==> src/rtl/fpu_ss_mem_tracker.sv <==
`timescale 1ns / 1ps
// ---------------------------------------------------------------------------
// fpu_ss_mem_tracker
//
// In-order tracker for outstanding FPU load/store operations. Each issued
// memory op occupies one slot of a circular buffer holding
// {id, rd, we, done, killed, err}. Memory results complete the oldest
// still-pending op, commit kills flag ops by id, and completed ops leave
// from the head strictly in issue order. Killed ops are dropped silently
// when they reach the head.
//
// Parameters:
//   ID_WIDTH - width of the offload instruction id
//   DEPTH    - number of outstanding ops (power of two, >= 2)
//   RD_WIDTH - width of the destination register address
//
// Ports:
//   clk_i, rst_ni         clock (rising edge), asynchronous active-low reset
//   push_*                issue of a load/store (valid/ready handshake);
//                         push_we_i=1 marks an FP-register load
//   commit_*              commit interface; commit_kill_i flags ops by id
//   result_*              memory result, no backpressure
//   out_*                 completed op leaving the head (valid/ready)
//   empty_o, full_o       occupancy flags
//   count_o               number of occupied slots
//   id_mismatch_o         one-cycle registered pulse when a result's id does
//                         not match the op it completed
//
// Build options:
//   FPU_SS_MEM_ID_CHECK_EN - when defined, results are compared against the
//                            id of the op they complete and id_mismatch_o
//                            reports differences; when undefined the output
//                            is tied low and no comparator is built.
// ---------------------------------------------------------------------------
module fpu_ss_mem_tracker #(
    parameter int ID_WIDTH = 4,
    parameter int DEPTH    = 4,
    parameter int RD_WIDTH = 5
) (
    input  logic                         clk_i,
    input  logic                         rst_ni,

    input  logic                         push_valid_i,
    output logic                         push_ready_o,
    input  logic [ID_WIDTH-1:0]          push_id_i,
    input  logic [RD_WIDTH-1:0]          push_rd_i,
    input  logic                         push_we_i,

    input  logic                         commit_valid_i,
    input  logic [ID_WIDTH-1:0]          commit_id_i,
    input  logic                         commit_kill_i,

    input  logic                         result_valid_i,
    input  logic [ID_WIDTH-1:0]          result_id_i,
    input  logic                         result_err_i,

    output logic                         out_valid_o,
    input  logic                         out_ready_i,
    output logic [ID_WIDTH-1:0]          out_id_o,
    output logic [RD_WIDTH-1:0]          out_rd_o,
    output logic                         out_we_o,
    output logic                         out_err_o,

    output logic                         empty_o,
    output logic                         full_o,
    output logic [$clog2(DEPTH+1)-1:0]   count_o,
    output logic                         id_mismatch_o
);

    localparam int PTR_W = $clog2(DEPTH);
    localparam int CNT_W = $clog2(DEPTH+1);

    // -----------------------------------------------------------------------
    // Buffer bookkeeping
    // -----------------------------------------------------------------------
    logic [PTR_W-1:0]    head_reg;
    logic [PTR_W-1:0]    tail_reg;
    logic [CNT_W-1:0]    count_reg;
    logic [CNT_W-1:0]    count_next;

    // Per-slot state, gathered from the generate blocks below
    logic [DEPTH-1:0]    entry_valid;
    logic [DEPTH-1:0]    entry_done;
    logic [DEPTH-1:0]    entry_killed;
    logic [DEPTH-1:0]    entry_err;
    logic [DEPTH-1:0]    entry_we;
    logic [ID_WIDTH-1:0] entry_id [DEPTH];
    logic [RD_WIDTH-1:0] entry_rd [DEPTH];

    // Slots hit by this cycle's kill (not yet registered)
    logic [DEPTH-1:0]    kill_hit;

    logic                kill_en;
    logic                push_fire;
    logic                head_drop;
    logic                pop_fire;
    logic                deq;

    logic                cand_found;
    logic [PTR_W-1:0]    cand_sel;
    logic [PTR_W-1:0]    scan_idx;
    logic                res_hit;

    assign full_o       = (count_reg == CNT_W'(DEPTH));
    assign empty_o      = (count_reg == '0);
    assign count_o      = count_reg;
    assign push_ready_o = !full_o;

    // A full buffer refuses pushes even if the head leaves this cycle.
    assign push_fire = push_valid_i && !full_o;
    assign kill_en   = commit_valid_i && commit_kill_i;

    // -----------------------------------------------------------------------
    // Head: a completed live op is offered; a killed op is discarded without
    // being offered, done or not. Both act on registered state only, so a
    // result never reaches the output in the cycle it arrives.
    // -----------------------------------------------------------------------
    assign out_valid_o = entry_valid[head_reg] && entry_done[head_reg] && !entry_killed[head_reg];
    assign head_drop   = entry_valid[head_reg] && entry_killed[head_reg];
    assign pop_fire    = out_valid_o && out_ready_i;
    assign deq         = pop_fire || head_drop;

    assign out_id_o  = entry_id[head_reg];
    assign out_rd_o  = entry_rd[head_reg];
    assign out_we_o  = entry_we[head_reg];
    assign out_err_o = entry_err[head_reg];

    // -----------------------------------------------------------------------
    // Result target: oldest valid slot that is still pending and is not
    // killed, counting this cycle's kill. A slot being pushed this cycle is
    // still invalid here, so it cannot be selected.
    // -----------------------------------------------------------------------
    always_comb begin
        cand_found = 1'b0;
        cand_sel   = head_reg;
        scan_idx   = head_reg;
        for (int k = 0; k < DEPTH; k++) begin
            scan_idx = head_reg + PTR_W'(k);
            if (!cand_found && entry_valid[scan_idx] && !entry_done[scan_idx] &&
                !(entry_killed[scan_idx] || kill_hit[scan_idx])) begin
                cand_found = 1'b1;
                cand_sel   = scan_idx;
            end
        end
    end

    assign res_hit = result_valid_i && cand_found;

    // -----------------------------------------------------------------------
    // Pointers and occupancy
    // -----------------------------------------------------------------------
    always_comb begin
        count_next = count_reg + CNT_W'(push_fire) - CNT_W'(deq);
    end

    always_ff @(posedge clk_i or negedge rst_ni) begin
        if (!rst_ni) begin
            head_reg  <= '0;
            tail_reg  <= '0;
            count_reg <= '0;
        end else begin
            if (push_fire) begin
                tail_reg <= tail_reg + PTR_W'(1);
            end
            if (deq) begin
                head_reg <= head_reg + PTR_W'(1);
            end
            count_reg <= count_next;
        end
    end

    // -----------------------------------------------------------------------
    // Slot storage. Every slot can be killed or completed in parallel, so
    // each is its own small register set rather than a RAM.
    // -----------------------------------------------------------------------
    for (genvar gi = 0; gi < DEPTH; gi++) begin : g_entry
        logic                valid_reg;
        logic                done_reg;
        logic                killed_reg;
        logic                err_reg;
        logic                we_reg;
        logic [ID_WIDTH-1:0] id_reg;
        logic [RD_WIDTH-1:0] rd_reg;

        logic push_here;
        logic deq_here;
        logic res_here;

        assign push_here    = push_fire && (tail_reg == PTR_W'(gi));
        assign deq_here     = deq && (head_reg == PTR_W'(gi));
        assign res_here     = res_hit && (cand_sel == PTR_W'(gi));
        assign kill_hit[gi] = kill_en && valid_reg && (id_reg == commit_id_i);

        // The tail slot is never valid while a push is accepted, so a push
        // cannot collide with a dequeue, kill or completion of the same slot.
        always_ff @(posedge clk_i or negedge rst_ni) begin
            if (!rst_ni) begin
                valid_reg  <= 1'b0;
                done_reg   <= 1'b0;
                killed_reg <= 1'b0;
                err_reg    <= 1'b0;
                we_reg     <= 1'b0;
                id_reg     <= '0;
                rd_reg     <= '0;
            end else if (push_here) begin
                valid_reg  <= 1'b1;
                done_reg   <= 1'b0;
                killed_reg <= 1'b0;
                err_reg    <= 1'b0;
                we_reg     <= push_we_i;
                id_reg     <= push_id_i;
                rd_reg     <= push_rd_i;
            end else if (deq_here) begin
                valid_reg  <= 1'b0;
                done_reg   <= 1'b0;
                killed_reg <= 1'b0;
                err_reg    <= 1'b0;
            end else begin
                if (kill_hit[gi]) begin
                    killed_reg <= 1'b1;
                end
                if (res_here) begin
                    done_reg <= 1'b1;
                    err_reg  <= result_err_i;
                end
            end
        end

        assign entry_valid[gi]  = valid_reg;
        assign entry_done[gi]   = done_reg;
        assign entry_killed[gi] = killed_reg;
        assign entry_err[gi]    = err_reg;
        assign entry_we[gi]     = we_reg;
        assign entry_id[gi]     = id_reg;
        assign entry_rd[gi]     = rd_reg;
    end

    // -----------------------------------------------------------------------
    // Result id check. The op is completed regardless; the flag only reports
    // that the memory side returned an unexpected id.
    // -----------------------------------------------------------------------
`ifdef FPU_SS_MEM_ID_CHECK_EN
    logic id_mismatch_reg;

    always_ff @(posedge clk_i or negedge rst_ni) begin
        if (!rst_ni) begin
            id_mismatch_reg <= 1'b0;
        end else begin
            id_mismatch_reg <= res_hit && (entry_id[cand_sel] != result_id_i);
        end
    end

    assign id_mismatch_o = id_mismatch_reg;
`else
    logic unused_result_id;

    assign unused_result_id = ^result_id_i;
    assign id_mismatch_o    = 1'b0;
`endif

endmodule

==> config.mk <==
export PLATFORM = sky130hd
export DESIGN_NAME = fpu_ss_mem_tracker
export DESIGN_NICKNAME = d
export VERILOG_FILES = /design/src/rtl/fpu_ss_mem_tracker.sv
export SDC_FILE = /design/constraint.sdc
export NUM_CORES = 1
export LEC_CHECK = 0
export ABC_AREA = 1
export ABC_CLOCK_PERIOD_IN_PS = 3700
export BUFFER_PORTS_ARGS = -buffer_cell sky130_fd_sc_hd__buf_2
export CAP_MARGIN = 10
export CORE_MARGIN = 5
export CORE_UTILIZATION = 39
export CTS_CLUSTER_SIZE = 24
export DETAILED_ROUTE_END_ITERATION = 8
export HOLD_SLACK_MARGIN = 0.06
export SKIP_LAST_GASP = 1
export SLEW_MARGIN = 0
export SYNTH_ARGS = -nofsm -noshare
export SYNTH_HDL_FRONTEND = slang
export SYNTH_SLANG_ARGS = --single-unit
==> constraint.sdc <==
create_clock -name clk_i -period 3.7 [get_ports clk_i]
set_input_delay 0.37 -clock clk_i [delete_from_list [all_inputs] [get_ports clk_i]]
set_output_delay 0.37 -clock clk_i [all_outputs]
set_load 0.01 [all_outputs]
==> out/qor.txt, run 1 <==
outcome: finished, final reports clean
PostCTS Resize Cnt: 0
vias in the first global route: 3166
Synth Instances: 489
Nets: 562
Required @ worst endpoint: 3.97 ns
die height: 106 um
WHS: 0.162 ns
count of cell types in the netlist: 33
WL per Instance: 13.6 um
Worst Hold Class: primary input to asynchronous set/reset pin
total negative slack: 0 ns
Power Density: 1000 nW/um2
clk slew on worst S/H paths: 0.07 ns
Clock Path Buffers: 2
hold_buf cts: 0
Cell Chain, Critical Path: buf_4, o21ai_0, nand2_1, o21ai_1, nand2_1, nand2_1, inv_1, ha_1, inv_1, ha_1, inv_1, fa_1, xnor2_1, xor2_1
die area: 11300 um2
CTS tree: yes
first-pass GRT wire length: 15100 um
leading cell types in the layout, fill and taps excluded: 145 x nand2_1, 67 x o21ai_0, 63 x dfrtp_1
initial DRC count: 198
cell family with most CP delay: adder cells
num rows: 35
GPL Wtd Cong: 0.867
pin count of the biggest net entering global routing: 41
# diodes: 0
worst slew pin tran: 0.911 ns
Inserted Clock Buffers: 9
total congestion overflow: 0
delay of the slowest critical-path stage: 0.60 ns
Setup Crit Path Kind: flip-flop to flip-flop
register bit total from synthesis: 63
Max Fclk: 327 MHz
post-synthesis sequential area ratio: 43.4%
initial antenna violation count: 0
ratio of cells with drive above 1 in the final layout: 15.1%
drt drc: 0
peak supply drop: 331 uV
skew final: 0.00751 ns
area grow syn2layout: 12.0%
Critical Path Start Type: flip-flop
Vias/cell: 4.97
final setup fails: 0
Max Cap Violations: 0
Critical Path End Type: flip-flop
htree depth: 3
Worst slew margin: 39.3%
worst-path fanout max: 18
GRT Total Usage: 16.6%
dpl hpwl: 6110 um
Post-CTS Setup Bufs: 0
Tmin final: 3.06 ns
post-synthesis cell area: 3630 um2
Ports: 45
post-route ant nets: 0
clock root cell: clkbuf_8
total core area: 9150 um2
final hold viol count: 0
I/O Buffers: 39
RSZ-0062 raised after global routing: no
commonest non-fill, non-tap cell in the layout: nand2_1
CTS Sinks: 63
layout filler cell count: 929
Avg Synthesized Cell Area: 7.43 um2
Pleak: 0.00213 uW
slowest cell on the critical path: dfrtp_1
Ys Warns: 0
Post-Route WL: 8690 um
period utilization: 82.6%
Pre-antenna DRT Iters: 4
syn_nets: 526
CP arrival: 3.32 ns
Die W: 106 um
via count: 3183
Starting Density: 39.7%
fin. max-slew vios: 0
Buf+Inv Stages, Crit Path: 4
max reg flops: 20
worst skew pair latency: 0.34 ns
## cells in the mapped netlist
cell | n | area, um2
a21oi_1 | 18 | 90.1
and3_1 | 4 | 25.0
buf_1 | 4 | 15.0
buf_2 | 2 | 10.0
buf_4 | 1 | 7.51
buf_6 | 1 | 11.3
buf_8 | 1 | 15.0
clkbuf_1 | 11 | 41.3
conb_1 | 1 | 3.75
dfrtp_1 | 63 | 1580
fa_1 | 1 | 20.0
ha_1 | 10 | 125
inv_1 | 51 | 191
inv_2 | 9 | 33.8
nand2_1 | 145 | 544
nand2_2 | 3 | 18.8
nand2_4 | 1 | 11.3
nand3_1 | 30 | 150
nand3_2 | 5 | 50.1
nand3_4 | 1 | 17.5
nand4_1 | 3 | 18.8
nor2_1 | 27 | 101
nor2_2 | 1 | 6.26
nor2_8 | 1 | 20.0
nor3_1 | 3 | 15.0
o21a_1 | 1 | 7.51
o21a_2 | 1 | 8.76
o21ai_0 | 67 | 335
o21ai_1 | 5 | 25.0
o22ai_1 | 8 | 50.1
o31ai_1 | 2 | 15.0
xnor2_1 | 5 | 43.8
xor2_1 | 3 | 26.3
## per-stage QoR
stage | utilization (%) | setup WS [ns] | total power (uW) | instances | instance area [um2]
2_1_floorplan | - | 0.919 | 3000 | 489 | 3630
3_3_place_gp | 42.7 | 0.760 | 3550 | 625 | 3910
3_5_place_dp | 42.7 | 0.638 | 3620 | 625 | 3910
4_1_cts | 44.4 | 0.645 | 4120 | 641 | 4070
5_1_grt | 44.4 | 0.332 | 4550 | 641 | 4070
6_report | 44.4 | 0.644 | 4080 | 641 | 4070
## worst reg2reg max path: cells and delay by family, from the launching register on
kind,cells,cell delay (ns)
adder cells (fa/ha/maj),3,0.80
flip-flops,1,0.60
buffers and inverters,4,0.54
AO/OA/AOI/OAI,2,0.39
XOR/XNOR,2,0.37
AND/OR/NAND/NOR,3,0.30
## cell families (layout without fill, tap and decap cells)
group                    count (synthesis)  after routing  synth area share, %
flip-flops                              63             63                 43.4
AO/OA/AOI/OAI                          102            102                 14.6
AND/OR/NAND/NOR                        224            224                 26.9
buffers and inverters                   80            121                 8.96
XOR/XNOR                                 8              8                 1.93
other                                    1              1                0.103
adder cells (fa/ha/maj)                 11             11                 4.00
## path summary, 6_finish.rpt
| check | start | depth (start not counted) | slack (ns) | end |
|---|---|---|---|---|
| max | head_reg[0] | 14 | 0.64 | count_o[2] |
| min reg2reg | g_entry[1].we_reg | 2 | 0.48 | g_entry[1].we_reg |
| min | rst_ni | 1 | 0.16 | g_entry[0].rd_reg[0] |
| min in group clk_i | push_rd_i[2] | 3 | 0.33 | g_entry[3].rd_reg[2] |
| max reg2reg | head_reg[0] | 14 | 0.64 | count_o[2] |
| max in group asynchronous | rst_ni | 2 | 2.68 | g_entry[3].valid_reg |
## routing by layer
layer  part of all wire [%]  global-route usage (%)
met5                      0                       0
met4                    1.1                    4.75
met3                    4.2                    3.22
met2                     48                    27.5
met1                     46                    22.1
## power breakdown
group / switching [uW] / internal [uW] / leakage (uW)
Sequential: 241 / 1020 / 0.000789
Combinational: 1480 / 837 / 0.00126
Clock: 259 / 240 / 0.0000801
Total: 1980 / 2100 / 0.00213
## layout make-up
| class | instances | area, um2 | area share [%] |
|---|---|---|---|
| multi-input cells | 346 | 1730 | 42.5 |
| flip-flops and latches | 63 | 1580 | 38.8 |
| repair buffers | 45 | 240 | 5.91 |
| inverters | 60 | 225 | 5.54 |
| well taps | 111 | 139 | 3.41 |
| clock buffers | 12 | 135 | 3.32 |
| clock inverters | 4 | 22.5 | 0.554 |
(Power assumes the default switching activity.)
==> inputs of run 2 (changes only) <==
--- a/config.mk
+++ b/config.mk
@@ -6,7 +6,7 @@
 export NUM_CORES = 1
 export LEC_CHECK = 0
 export ABC_AREA = 1
-export ABC_CLOCK_PERIOD_IN_PS = 3700
+export ABC_CLOCK_PERIOD_IN_PS = 3080
 export BUFFER_PORTS_ARGS = -buffer_cell sky130_fd_sc_hd__buf_2
 export CAP_MARGIN = 10
 export CORE_MARGIN = 5
==> constraint.sdc (replaced) <==
create_clock -name clk_i -period 3.08 [get_ports clk_i]
set_input_delay 0.308 -clock clk_i [delete_from_list [all_inputs] [get_ports clk_i]]
set_output_delay 0.308 -clock clk_i [all_outputs]
set_load 0.01 [all_outputs]
==> run 2 against run 1 <==
Against the previous run: wire length increased by 1.2%; critical endpoint unchanged; hold slack worse by 0.026 ns; via count down 0.19%; highest routed layer unchanged; sequential share of layout area down 0.77 points; die area unchanged; flip-flop and latch count did not move; clock skew about the same; total power grew 24%; largest cell class unchanged; combinational power is 23% higher; non-clock buffer count is 6 higher; largest power group unchanged; register-to-register slack worse by 0.33 ns; clock-buffer cell count increased by 2.
==> out/qor.txt, run 2 (synthesis gave the netlist of run 1 again) <==
Placed Area: 3960 um2 (+1.2%)
DRT met1 WL: 4220 um (+4.6%)
final setup fails: 0 (unchanged)
Buf+Inv Stages, Crit Path: 4 (unchanged)
Die W: 106 um (unchanged)
GPL Wtd Cong: 0.809 (-6.7%)
Ports: 45 (unchanged)
WHS: 0.136 ns (-0.0265 ns)
CP arrival: 3.03 ns (-0.29 ns)
clk slew on worst S/H paths: 0.07 ns (about the same)
peak supply drop: 452 uV (+37%)
via count: 3177 (-0.19%)
hold_buf cts: 0 (unchanged)
Post-CTS Setup Bufs: 0 (unchanged)
most used cell, CP: inv_1
Cell Chain, Critical Path: buf_4, o21ai_0, nand2_1, o21ai_1, nand2_1, inv_1, ha_1, inv_1, ha_1, inv_1, fa_1, xnor2_1, xor2_1
total core area: 9150 um2 (unchanged)
die area: 11300 um2 (unchanged)
Post-Route WL: 8790 um (+1.2%)
I/O Buffers: 39 (unchanged)
initial DRC count: 167 (-16%)
Required @ worst endpoint: 3.34 ns (-0.63 ns)
Pre-antenna DRT Iters: 4 (unchanged)
num rows: 35 (unchanged)
htree depth: 3 (unchanged)
# diodes: 0 (unchanged)
ratio of cells with drive above 1 in the final layout: 16.4% (+1.3 points)
fin. max-slew vios: 0 (unchanged)
Worst Hold Class: primary input to asynchronous set/reset pin
post-route ant nets: 0 (unchanged)
clock root cell: clkbuf_8
worst setup margin: 0.312 ns (-0.332 ns)
Power Density: 1220 nW/um2 (+21%)
period utilization: 89.9% (+7.3 points)
WL per Instance: 13.6 um (+0.21%)
Critical Path End Type: flip-flop
Post-Place Worst Slack: 0.331 ns (-0.307 ns)
Max Used Layer: met4
worst-path fanout max: 13 (-5)
Setup Crit Path Kind: flip-flop to flip-flop
cell family with most CP delay: adder cells
routed wl met3: 387 um (+5.7%)
worst skew pair latency: 0.34 ns (about the same)
skew final: 0.00721 ns (-0.000298 ns)
Max Fclk: 361 MHz (+10%)
Final Cell Area: 4150 um2 (+2.0%)
Max Cap Violations: 0 (unchanged)
drt drc: 0 (unchanged)
vias in the first global route: 3059 (-3.4%)
layout filler cell count: 930 (+0.11%)
Tmin final: 2.77 ns (-0.288 ns)
first-pass GRT wire length: 15100 um (-0.23%)
commonest non-fill, non-tap cell in the layout: nand2_1
Pleak: 0.00217 uW (+2.1%)
area grow syn2layout: 14.3%
pin count of the biggest net entering global routing: 64 (+56%)
max reg flops: 20 (unchanged)
PostCTS Resize Cnt: 0 (unchanged)
post-layout power: 5050 uW (+24%)
met2 wire length: 4150 um (-0.91%)
dpl hpwl: 6130 um (+0.32%)
Clock Path Buffers: 2 (unchanged)
worst slew pin tran: 0.813 ns (-0.0971 ns)
CTS Sinks: 63 (unchanged)
die height: 106 um (unchanged)
GRT Total Usage: 16.6% (+0.030 points)
Critical Path Start Type: flip-flop
leading cell types in the layout, fill and taps excluded: 145 x nand2_1, 67 x o21ai_0, 63 x dfrtp_1
slowest cell on the critical path: dfrtp_1
final hold viol count: 0 (unchanged)
Nets: 568 (+1.1%)
initial antenna violation count: 0 (unchanged)
total negative slack: 0 ns (unchanged)
Starting Density: 39.7% (unchanged)
CTS tree: yes
Inserted Clock Buffers: 9 (unchanged)
Vias/cell: 4.91 (-1.1%)
RSZ-0062 raised after global routing: no
outcome: finished, final reports clean
total congestion overflow: 0 (unchanged)
Worst slew margin: 45.8% (+6.5 points)
delay of the slowest critical-path stage: 0.52 ns (-0.08 ns)
==> run 2: power breakdown <==
group / leakage (uW) / internal [uW] / switching [uW] / total (uW)
logic: 0.00128 / 1040 / 1810 / 2850
registers: 0.000789 / 1220 / 279 / 1500
clock network: 0.0000987 / 380 / 316 / 696
total: 0.00217 / 2640 / 2410 / 5050
==> run 2: final timing paths <==
check | cells after the start | to | slack (ns) | startpoint
hold / removal | 2 | g_entry[1].rd_reg[0] | 0.14 | rst_ni
setup / recovery | 13 | count_o[2] | 0.31 | head_reg[0]
max in group asynchronous | 2 | tail_reg[0] | 2.40 | rst_ni
min in group clk_i | 3 | g_entry[0].we_reg | 0.28 | push_we_i
hold reg to reg | 2 | g_entry[1].rd_reg[1] | 0.48 | g_entry[1].rd_reg[1]
setup reg to reg | 13 | count_o[2] | 0.31 | head_reg[0]
==> run 2: cell type report <==
type,instances,area (um2),share of cell area (%)
multi-input combinational,346,1730,41.7
sequential,63,1580,38.0
timing repair buffer,51,285,6.87
inverter,60,225,5.43
clock buffer,14,183,4.40
tap,111,139,3.35
clock inverter,2,12.5,0.301
==> run 2: stage by stage <==
| stage | cells | util, % |
|---|---|---|
| after floorplan | 489 | - |
| after global placement | 631 | 43.2 |
| after detailed placement | 631 | 43.2 |
| after CTS | 647 | 45.3 |
| after global routing | 647 | 45.3 |
| final | 647 | 45.3 |
==> run 2: layer usage <==
metal  up-vias  track usage, %
li1       1644               -
met1      1466            23.3
met2        65            25.9
met3         2            3.58
met4         0            4.57
met5         -               0
